`src/rtl/ahb_slave_mux_pkg.sv`:
```
// Shared definitions for the AHB-Lite slave mux: transfer-type encodings,
// FSM state codes and the page size of one slave window.
package ahb_slave_mux_pkg;

    localparam logic [1:0] HTRANS_IDLE   = 2'b00;
    localparam logic [1:0] HTRANS_BUSY   = 2'b01;
    localparam logic [1:0] HTRANS_NONSEQ = 2'b10;
    localparam logic [1:0] HTRANS_SEQ    = 2'b11;

    // Each slave owns a 4 KB window.
    localparam int unsigned AHB_PAGE_BITS = 12;
    localparam int unsigned AHB_PAGE_W    = 32 - AHB_PAGE_BITS;

    typedef enum logic [1:0] {
        MuxIdle = 2'd0,
        MuxSlv  = 2'd1,
        MuxErr1 = 2'd2,
        MuxErr2 = 2'd3
    } mux_state_e;

endpackage

```
`src/rtl/ahb_addr_decode.sv`:
```
// Combinational AHB address decoder.
// Maps the page number HADDR[31:12] onto NSLV consecutive 4 KB windows
// starting at BASE_PAGE.
//   page_i  : HADDR[31:12] of the current address phase
//   valid_i : a real transfer is being presented (HREADY & NONSEQ/SEQ)
//   hit_o   : valid transfer that lands in a mapped window
//   idx_o   : window index (low 3 bits of the page offset)
//   sel_o   : one-hot slave select, all-zero unless hit_o
module ahb_addr_decode
    import ahb_slave_mux_pkg::*;
#(
    parameter int unsigned           NSLV      = 4,
    parameter logic [AHB_PAGE_W-1:0] BASE_PAGE = 20'h40000
) (
    input  logic [AHB_PAGE_W-1:0] page_i,
    input  logic                  valid_i,
    output logic                  hit_o,
    output logic [2:0]            idx_o,
    output logic [NSLV-1:0]       sel_o
);

    logic [AHB_PAGE_W-1:0] offset;

    // Pages below BASE_PAGE wrap to a huge offset and therefore miss.
    assign offset = page_i - BASE_PAGE;
    assign hit_o  = valid_i && (offset < AHB_PAGE_W'(NSLV));
    assign idx_o  = offset[2:0];

    always_comb begin
        sel_o = '0;
        for (int i = 0; i < int'(NSLV); i++) begin
            if (hit_o && (idx_o == 3'(i))) begin
                sel_o[i] = 1'b1;
            end
        end
    end

endmodule

```
`src/rtl/ahb_slave_mux.sv`:
```
// AHB-Lite address decoder and response multiplexer between one master and
// NSLV peripheral slaves. Unmapped accesses are answered by an internal
// default slave with the two-cycle ERROR response.
// Optional feature macro: AHB_MUX_TIMEOUT_EN -- aborts a data phase with
// ERROR after TO_CYCLES wait states.
// Ports:
//   HCLK_I, HRESET_N_I       : clock, async active-low reset
//   HADDR_I/HTRANS_I/HWRITE_I: master address phase
//   HSEL_O, HADDR_O          : per-slave select and forwarded page offset
//   HREADY_O/HRESP_O/HRDATA_O: muxed response to master (HREADY_O also to slaves)
//   SLV_RDATA_I/READY_I/RESP_I: per-slave responses, slave i at slice i
module ahb_slave_mux
    import ahb_slave_mux_pkg::*;
#(
    parameter int unsigned           NSLV      = 4,
    parameter logic [AHB_PAGE_W-1:0] BASE_PAGE = 20'h40000,
    parameter int unsigned           TO_CYCLES = 255
) (
    input  logic                   HCLK_I,
    input  logic                   HRESET_N_I,
    input  logic [31:0]            HADDR_I,
    input  logic [1:0]             HTRANS_I,
    input  logic                   HWRITE_I,
    output logic [NSLV-1:0]        HSEL_O,
    output logic [11:0]            HADDR_O,
    output logic                   HREADY_O,
    output logic                   HRESP_O,
    output logic [31:0]            HRDATA_O,
    input  logic [32*NSLV-1:0]     SLV_RDATA_I,
    input  logic [NSLV-1:0]        SLV_READY_I,
    input  logic [NSLV-1:0]        SLV_RESP_I
);

    mux_state_e      state_q, state_d;
    logic [NSLV-1:0] sel_q;
    logic            valid, hit, miss;
    logic [2:0]      dec_idx;
    logic            slv_ready, slv_resp;
    logic [31:0]     slv_rdata;
    logic            timeout;
    mux_state_e      decode_next;

    // Reset gates valid so HSEL_O stays low while reset is held.
    assign valid   = HRESET_N_I & HREADY_O & HTRANS_I[1];
    assign miss    = valid & ~hit;
    assign HADDR_O = HADDR_I[AHB_PAGE_BITS-1:0];

    ahb_addr_decode #(
        .NSLV      (NSLV),
        .BASE_PAGE (BASE_PAGE)
    ) u_decode (
        .page_i  (HADDR_I[31:AHB_PAGE_BITS]),
        .valid_i (valid),
        .hit_o   (hit),
        .idx_o   (dec_idx),
        .sel_o   (HSEL_O)
    );

    // Response of the data-phase owner (sel_q is one-hot or zero).
    always_comb begin
        slv_ready = 1'b0;
        slv_resp  = 1'b0;
        slv_rdata = '0;
        for (int i = 0; i < int'(NSLV); i++) begin
            if (sel_q[i]) begin
                slv_ready = slv_ready | SLV_READY_I[i];
                slv_resp  = slv_resp  | SLV_RESP_I[i];
                slv_rdata = slv_rdata | SLV_RDATA_I[32*i +: 32];
            end
        end
    end

    always_comb begin
        HREADY_O = 1'b1;
        HRESP_O  = 1'b0;
        HRDATA_O = '0;
        unique case (state_q)
            MuxIdle: ;
            MuxSlv: begin
                HREADY_O = slv_ready;
                HRESP_O  = slv_resp;
                HRDATA_O = slv_rdata;
            end
            MuxErr1: begin
                HREADY_O = 1'b0;
                HRESP_O  = 1'b1;
            end
            MuxErr2: HRESP_O = 1'b1;
            default: ;
        endcase
    end

    assign decode_next = hit ? MuxSlv : (miss ? MuxErr1 : MuxIdle);

`ifdef AHB_MUX_TIMEOUT_EN
    logic [7:0] cnt_q, cnt_d;

    always_comb begin
        cnt_d   = cnt_q;
        timeout = 1'b0;
        if (HREADY_O) begin
            // A completing cycle starts a fresh data phase.
            cnt_d = '0;
        end else if (state_q == MuxSlv) begin
            cnt_d   = cnt_q + 8'd1;
            timeout = (cnt_d == 8'(TO_CYCLES));
        end
    end

    always_ff @(posedge HCLK_I or negedge HRESET_N_I) begin
        if (!HRESET_N_I) begin
            cnt_q <= '0;
        end else begin
            cnt_q <= cnt_d;
        end
    end

    logic unused_ok;
    assign unused_ok = ^{HWRITE_I, dec_idx};
`else
    assign timeout = 1'b0;

    logic unused_ok;
    assign unused_ok = ^{HWRITE_I, dec_idx, 32'(TO_CYCLES)};
`endif

    always_comb begin
        state_d = state_q;
        unique case (state_q)
            MuxIdle, MuxErr2: state_d = decode_next;
            MuxSlv: begin
                if (timeout) begin
                    state_d = MuxErr1;
                end else if (slv_ready) begin
                    state_d = decode_next;
                end
            end
            MuxErr1: state_d = MuxErr2;
            default: state_d = MuxIdle;
        endcase
    end

    always_ff @(posedge HCLK_I or negedge HRESET_N_I) begin
        if (!HRESET_N_I) begin
            state_q <= MuxIdle;
            sel_q   <= '0;
        end else begin
            state_q <= state_d;
            if (HREADY_O) begin
                sel_q <= HSEL_O;
            end else if (timeout) begin
                // Drop the hung slave so its late READY is ignored.
                sel_q <= '0;
            end
        end
    end

endmodule
```
`config.mk`:
```
export PLATFORM = sky130hd
export DESIGN_NAME = ahb_slave_mux
export DESIGN_NICKNAME = d
export VERILOG_FILES = /design/src/rtl/ahb_slave_mux_pkg.sv /design/src/rtl/ahb_addr_decode.sv /design/src/rtl/ahb_slave_mux.sv
export SDC_FILE = /design/constraint.sdc
export NUM_CORES = 1
export LEC_CHECK = 0
export ABC_AREA = 0
export CAP_MARGIN = 20
export CORE_AREA = 2 2 85 87
export CTS_CLUSTER_SIZE = 25
export DETAILED_ROUTE_END_ITERATION = 7
export DIE_AREA = 0 0 87 89
export HOLD_SLACK_MARGIN = 0.02
export PLACE_DENSITY = 0.82
export SLEW_MARGIN = 20
export SYNTH_ARGS = -nofsm -noshare
export SYNTH_HDL_FRONTEND = slang
export SYNTH_HIERARCHICAL = 1
export SYNTH_SLANG_ARGS = --single-unit
```
`constraint.sdc`:
```
create_clock -name HCLK_I -period 5 [get_ports HCLK_I]
set_input_delay 0.5 -clock HCLK_I [delete_from_list [all_inputs] [get_ports HCLK_I]]
set_output_delay 0.5 -clock HCLK_I [all_outputs]
set_load 0.005 [all_outputs]
```
==> results of run 1 <==
==> metal layers <==
metal / global-route usage (%) / part of all wire, % / vias up
li1: - / - / 1021
met1: 16.8 / 35 / 989
met2: 34.1 / 56 / 111
met3: 2.49 / 8.4 / 8
met4: 2.70 / 0.56 / 0
met5: 0 / 0 / -
==> path summary, 6_finish.rpt <==
kind                                      from    endpoint  slack, ns  cells past startpoint
min in group HCLK_I                   sel_q[2]  state_q[1]       0.64                      2
worst min-delay path                HRESET_N_I  state_q[0]       0.55                      1
worst max register to register      state_q[1]    sel_q[3]       2.95                      7
worst min register to register        sel_q[2]  state_q[1]       0.64                      2
max in group asynchronous           HRESET_N_I    sel_q[3]       4.22                      1
worst max-delay path            SLV_READY_I[0]   HSEL_O[3]       1.58                      8
==> sequential cells by signal, indices dropped and copies added, names as in the netlist <==
register,count
state_q,2
sel_q,4
==> power groups by stage <==
stage               clock [mW]  sequential (mW)  combinational [mW]
CTS                     0.0720           0.0628               0.257
global placement             0           0.0632               0.252
global route            0.0762           0.0644               0.274
floorplan                    0           0.0620              0.0930
detailed placement           0           0.0634               0.256
finish                  0.0698           0.0632               0.255
==> cells in the final DEF, fill, tap and decap left out, types with 2 or more instances in the layout <==
cell and n:
or3_1 2, nor2b_1 2, a21oi_1 32, clkdlybuf4s50_1 196
a22oi_1 66, clkbuf_8 3, dfrtp_1 6, nand2b_1 2
mux2_2 4, nand2_1 5, nor3_1 3, buf_4 5
nor4_1 3, inv_1 2
==> layout make-up <==
class | count | area [µm²] | share of cell area (%)
flip-flops and latches | 6 | 150 | 4.65
well taps | 80 | 100 | 3.10
clock buffers | 3 | 41.3 | 1.28
repair buffers | 201 | 2000 | 61.9
inverters | 2 | 7.51 | 0.232
multi-input cells | 130 | 933 | 28.9
==> flow_summary_export.csv, run 1 <==
group,metric,value,unit
global_routing,antenna_found_initial,0,
clocking,numCtsBuffers,3,
synth,yosys_warnings,6,
setup_path,max_stage_delay,0.60,ns
final_layout,drive_above_1_share,5.26,%
placement,io_buffer_count,196,
worst_hold_path,min_path_type,"input pin to asynchronous set/reset pin",
route,ant_nets,0,
route,routedWlPerCell,16.9,µm
pwr,clock_power_share,18.0,%
pwr,p_sw,123,µW
floorplanning,die-area,7740,µm²
timing,max_slew_margin,74.2,%
global_routing,grt_pass1_vias,2210,
timing,fin_setup_tns,0,ns
clocking,clk_latency,0.22,ns
setup_path,cp_slowest_cell,"clkdlybuf4s50_1",
status,status,"complete, no violations",
final_layout,fin_util,48.1,%
global_routing,track_usage,16.2,%
route,drc,0,
setup_path,endpoint_kind,"output pin",
run,cap_violations,0,
pwr,p_int,265,µW
clocking,clock-sinks,6,
timing,fin_crit_sh,68.4,%
route,drt-total-wl,7120,µm
placement,place_area,3190,µm²
final_layout,antenna_cells,0,
clocking,h-tree-depth,1,
final_layout,nets,517,
floorplanning,die_h,89,µm
setup_path,path_class,"input pin to output pin",
clocking,clk_pin_slew_worst_paths,0.03,ns
floorplanning,io_pins,223,
timing,finalHoldViolCount,0,
clocking,cts_hold_buffers,0,
placement,dp_slack,1.61,ns
clocking,cts_resized,0,
placement,dp.cells,419,
clocking,cts_tree,"yes",
pwr,power_density,120,nW/µm²
route,vias_per_cell,5.05,
pwr,power_leakage,1.03,nW
floorplanning,core_area,6720,µm²
clocking,clock-root-buffer,"clkbuf_8",
setup_path,critPathTopFamily,"buffers and inverters",
synth,synth_nets,342,
synth,postSynthAreaPerCell,7.51,µm²
setup_path,cp_num_buf_inv,2,
timing,max_freq,292,MHz
final_layout,finalNonFillerCells,422,
setup_path,start_kind,"input pin",
setup_path,worstPathRequired,4.50,ns
global_routing,grt_start_max_net_pins,35,
floorplanning,die_w,87,µm
clocking,cts_buffer_depth,2,
clocking,post_cts.repair.setup_buffers,0,
timing,finalClockSkew,0.00148,ns
global_routing,grt_pass1_wl,10100,µm
timing,setup_viol,0,
global_routing,overflow,0,
timing,fin_ws,1.58,ns
route,via_count,2129,
timing,worst_hold_slack,0.546,ns
setup_path,cp.arrival,2.92,ns
pwr,switching_share,31.7,%
final_layout,fillCellCount,662,
setup_path,worstPathCellList,"clkdlybuf4s50_1 -> a22oi_4 -> a41oi_4 -> and3_1 -> nor4b_4 -> nand3_2 -> nor4_1 -> clkdlybuf4s50_1",
timing,timing.final.max_slew_violations,0,
timing,layout_min_cycle_time,3.42,ns
pwr,ir_worst_vdd,0.000149,V
setup_path,path_common_cell,"clkdlybuf4s50_1",
route,drt_iter0_markers,72,
synth,synthCells,169,
pwr,power,388,µW
floorplanning,initial_utilization,18.9,%
final_layout,area.growth.synth_to_final,155,%
synth,netlist_area,1270,µm²
placement,post-dp-hpwl,5680,µm
placement,gp_congestion,0.714,
final_layout,design_area,3230,µm²
floorplanning,std_cell_rows,30,
pwr,comb_power_share,65.7,%
timing,rsz0062_at_grt,"no",
route,dr.pass1.iters,4,
timing,worst_pin_slew,0.387,ns
setup_path,crit_fanout,7,
pwr,p_seq_share,16.3,%
No activity file was read; power rests on OpenSTA's default activity.
==> inputs of run 2 (changes only) <==
- CORE_AREA: 2 2 85 87 -> 2 2 87 89
- DIE_AREA: 0 0 87 89 -> 0 0 89 91
- PLACE_DENSITY: 0.82 -> 0.79
- clock period: 5 -> 3.5 ns (I/O delays scaled with it)
==> run 2 against run 1 <==
Against the previous run: wire length rose by 2.8%; register-to-register slack worse by 1.5 ns; power is 46% higher; largest power group unchanged.
==> flow_summary_export.csv, run 2 (same netlist as run 1, synthesis figures left out) <==
group,metric,value,unit
timing,max_slew_margin,56.4,%
global_routing,grt_start_max_net_pins,35,
route,drc,0,
setup_path,worstPathRequired,3.15,ns
setup_path,cp.arrival,2.77,ns
placement,dp.cells,438,
route,ant_nets,0,
status,status,"complete, no violations",
floorplanning,initial_utilization,17.8,%
final_layout,drive_above_1_share,5.26,%
pwr,power,565,µW
timing,fin_crit_sh,89.2,%
clocking,post_cts.repair.setup_buffers,0,
final_layout,reg_top3,"sel_q: 4 flops, state_q: 2 flops",
final_layout,mostFrequentLayoutCells,"clkdlybuf4s50_1 (196), a22oi_1 (66), a21oi_1 (32), dfrtp_1 (6)",
global_routing,track_usage,16.3,%
timing,timing.final.max_slew_violations,0,
clocking,cts_hold_buffers,0,
route,drt-total-wl,7320,µm
setup_path,start_kind,"input pin",
floorplanning,die_h,91,µm
timing,finalClockSkew,0.000194,ns
setup_path,path_class,"input pin to output pin",
setup_path,crit_fanout,7,
global_routing,antenna_found_initial,0,
final_layout,nets,517,
timing,fin_ws,0.379,ns
placement,io_buffer_count,196,
placement,dp_slack,0.378,ns
timing,worst_pin_slew,0.655,ns
final_layout,final_common_cell,"clkdlybuf4s50_1",
clocking,clk_latency,0.22,ns
clocking,numCtsBuffers,3,
final_layout,largest_reg_flops,4,
route,vias_per_cell,4.85,
placement,post-dp-hpwl,5780,µm
timing,fin_setup_tns,0,ns
setup_path,regToRegStartpoint,"state_q[1]",
final_layout,fin_util,45.6,%
clocking,cts_buffer_depth,2,
timing,finalHoldViolCount,0,
timing,setup_viol,0,
pwr,power_density,174,nW/µm²
clocking,clk_pin_slew_worst_paths,0.04,ns
final_layout,finalNonFillerCells,441,
floorplanning,io_pins,223,
pwr,power_leakage,1.03,nW
timing,rsz0062_at_grt,"no",
worst_hold_path,min_path_type,"input pin to asynchronous set/reset pin",
clocking,h-tree-depth,1,
global_routing,overflow,0,
route,via_count,2139,
route,drt_iter0_markers,101,
timing,max_freq,320,MHz
setup_path,endpoint_kind,"output pin",
floorplanning,core_area,7140,µm²
final_layout,top_register,"sel_q",
setup_path,rr_endpoint,"sel_q[2]",
global_routing,grt_pass1_vias,2230,
setup_path,rr_worst_depth,7,
clocking,cts_resized,0,
final_layout,antenna_cells,0,
final_layout,area.growth.synth_to_final,157,%
floorplanning,die-area,8100,µm²
route,dr.pass1.iters,4,
floorplanning,die_w,89,µm
run,cap_violations,0,
pwr,ir_worst_vdd,0.000274,V
timing,layout_min_cycle_time,3.12,ns
clocking,cts_tree,"yes",
floorplanning,std_cell_rows,31,
clocking,clock-root-buffer,"clkbuf_8",
global_routing,grt_pass1_wl,10500,µm
route,routedWlPerCell,16.6,µm
clocking,clock-sinks,6,
placement,gp_congestion,0.724,
setup_path,ff2ff_setup_slack,1.44,ns
## run 2: worst max path at each step
stage                      to  slack, ns      startpoint  cells after the start
finish              HSEL_O[2]       0.38  SLV_READY_I[0]                      8
global placement    HSEL_O[2]       0.44  SLV_READY_I[0]                      8
detailed placement  HSEL_O[3]       0.38  SLV_READY_I[0]                      8
global route        HSEL_O[3]       0.18  SLV_READY_I[0]                      8
floorplan           HSEL_O[2]       1.49        sel_q[3]                      7
CTS                 HSEL_O[3]       0.37  SLV_READY_I[0]                      8
## run 2: power by group
| part | switching, mW | total, mW | leakage, nW | internal (mW) |
|---|---|---|---|---|
| clock | 0.0297 | 0.104 | 0.0216 | 0.0739 |
| combinational | 0.148 | 0.372 | 0.932 | 0.224 |
| sequential | 0.00918 | 0.0898 | 0.0809 | 0.0807 |
## run 2: per-layer routing
metal,global-route usage [%],wire (µm)
met1,17.5,2720
met2,31.1,3770
met3,3.64,722
met4,3.98,109
met5,0,0
## run 2: layout make-up
class | instances | area (µm²)
Fill cell | 731 | 3880
Timing Repair Buffer | 201 | 2000
Inverter | 2 | 7.51
Clock buffer | 3 | 41.3
Sequential cell | 6 | 150
Multi-Input combinational cell | 130 | 933
Tap cell | 99 | 124
## run 2: through the flow
stage | area [µm²] | hold slack (ns)
floorplan | 1270 | 0.0544
global placement | 3210 | 0.620
detailed placement | 3210 | 0.634
CTS | 3260 | 0.403
global route | 3260 | 0.422
finish | 3260 | 0.397
## run 2: worst max-delay path, cell delays in order
cell and delay [ns]:
clkdlybuf4s50_1 0.50, a22oi_4 0.10, a41oi_4 0.33, and3_1 0.20, nor4b_4 0.20, nand3_2 0.15
nor4_1 0.37, clkdlybuf4s50_1 0.58
==> inputs of run 3 (changes only) <==
- HOLD_SLACK_MARGIN: 0.02 -> 0.1
==> results of run 3 <==
Same layout as run 2: the final DEF is identical, and so are final timing and power.
==> RTL change, RTL diff (flow settings as in run 2) <==
Encoding of `mux_state_e`: now one-hot (4 bits for 4 states).
--- a/src/rtl/ahb_slave_mux_pkg.sv
+++ b/src/rtl/ahb_slave_mux_pkg.sv
@@ -11,11 +11,11 @@
     localparam int unsigned AHB_PAGE_BITS = 12;
     localparam int unsigned AHB_PAGE_W    = 32 - AHB_PAGE_BITS;
 
-    typedef enum logic [1:0] {
-        MuxIdle = 2'd0,
-        MuxSlv  = 2'd1,
-        MuxErr1 = 2'd2,
-        MuxErr2 = 2'd3
+    typedef enum logic [3:0] {
+        MuxIdle = 4'b0001,
+        MuxSlv  = 4'b0010,
+        MuxErr1 = 4'b0100,
+        MuxErr2 = 4'b1000
     } mux_state_e;
 
 endpackage
Formal check against the unedited RTL: same outputs for any inputs over 10 cycles, from zero or initial values and one cycle with HRESET_N_I low; not proved beyond that.
==> RTL change against run 2 <==
  * Clock power grew 9.6%
  * Worst setup slack gained 0.14 ns
  * Power shrank 12%
  * Sequential cell count grew 2
  * Sequential share of layout area grew 1.3 points
  * Combinational power shrank 32%
  * Final area grew 4.8%
  * Final cell count grew 3.2%
  * Synthesized area grew 10%
  * Critical path type unchanged
  * Routed wire length grew 5.5%
==> RTL change: results (changes against run 2) <==
set qor(post_drt_wl_per_cell_um) 17.0 ;# was 16.6 um
set qor(largest_registers_in_the_final_layout) {sel_q x4, state_q x4} ;# was sel_q x4, state_q x2
set qor(filler_cell_count) 724 ;# was 731
set qor(reg2reg_depth) 7 ;# unchanged
set qor(final_hold_viol_count) 0 ;# unchanged
set qor(global_route_wire_length_before_repair_mm) 11.3 ;# was 10.5 mm
set qor(crit_path_max_fanout) 5 ;# was 7
set qor(detailed_place.area_sq_um) 3370 ;# was 3210 sq um
set qor(timing.clock.skew_ns) 0.000295 ;# was 0.000194 ns
set qor(cts.repair_timing.setup_buffer_count) 0 ;# unchanged
set qor(met2RoutedLength_mm) 4.02 ;# was 3.77 mm
set qor(vias) 2269 ;# was 2139
set qor(grt.met2_usage) 0.351 ;# was 0.311
set qor(maxSlewHeadroom) 0.687 ;# was 0.564
set qor(final_layout_size_suffix_gt1_frac) 0.0618 ;# was 0.0526
set qor(finalHoldWorstSlack_ns) 0.441 ;# was 0.397 ns
set qor(worst_setup_path_startpoint) {SLV_READY_I[0]} ;# unchanged
set qor(reg2reg_setup_slack_ns) 1.41 ;# was 1.44 ns
set qor(irDropWorstVdd_uv) 87.5 ;# was 274 uV
set qor(drt_pass1_iterations) 4 ;# unchanged
set qor(pin_count_of_the_biggest_net_entering_global_routing) 35 ;# unchanged
set qor(timing.rr.start) {state_q[0]$_DFFE_PN1P_} ;# was state_q[1]$_DFFE_PN0P_
set qor(place_congestion) 0.775 ;# was 0.724
set qor(wl_met3_um) 769 ;# was 722 um
set qor(num-nets-final) 530 ;# was 517
set qor(total_leakage_power_nw) 1.05 ;# was 1.03 nW
set qor(detail_route.iter0.violations) 87 ;# was 101
set qor(clock_latency_ns) 0.22 ;# about the same
set qor(worstPathArrival_ns) 2.63 ;# was 2.77 ns
set qor(dp.final_hpwl_mm) 6.04 ;# was 5.78 mm
set qor(met1_usage) 0.180 ;# was 0.175
set qor(ctsLongestPathBuffers) 2 ;# unchanged
set qor(top_metal_layer_carrying_routed_signals) {met4} ;# unchanged
set qor(run_status) {finished clean} ;# unchanged
set qor(m1WireLength_mm) 2.85 ;# was 2.72 mm
set qor(synth_warnings) 6 ;# unchanged
set qor(insertedDiodeCount) 0 ;# unchanged
set qor(postSynthNetCount) 355 ;# was 342
set qor(grt_util_all_layers) 0.176 ;# was 0.163
==> RTL change: stage by stage <==
stage	instances	setup WS, ns
3_5_place_dp	451	0.490
4_1_cts	455	0.489
6_report	455	0.518
5_1_grt	455	0.308
3_3_place_gp	451	0.584
2_1_floorplan	182	1.46
==> RTL change: layout make-up <==
| cell class | instances | area (sq um) | area share |
|---|---|---|---|
| Tap cell | 99 | 124 | 0.0363 |
| Multi-Input combinational cell | 139 | 1020 | 0.299 |
| Inverter | 3 | 13.8 | 0.00404 |
| Sequential cell | 8 | 201 | 0.0591 |
| Timing Repair Buffer | 202 | 2010 | 0.588 |
| Clock buffer | 4 | 45.0 | 0.0132 |
==> RTL change: where the power goes <==
group | internal [W] | switching, W
logic | 0.000188 | 0.0000659
registers | 0.000107 | 0.0000202
clock network | 0.0000789 | 0.0000355
total | 0.000374 | 0.000122
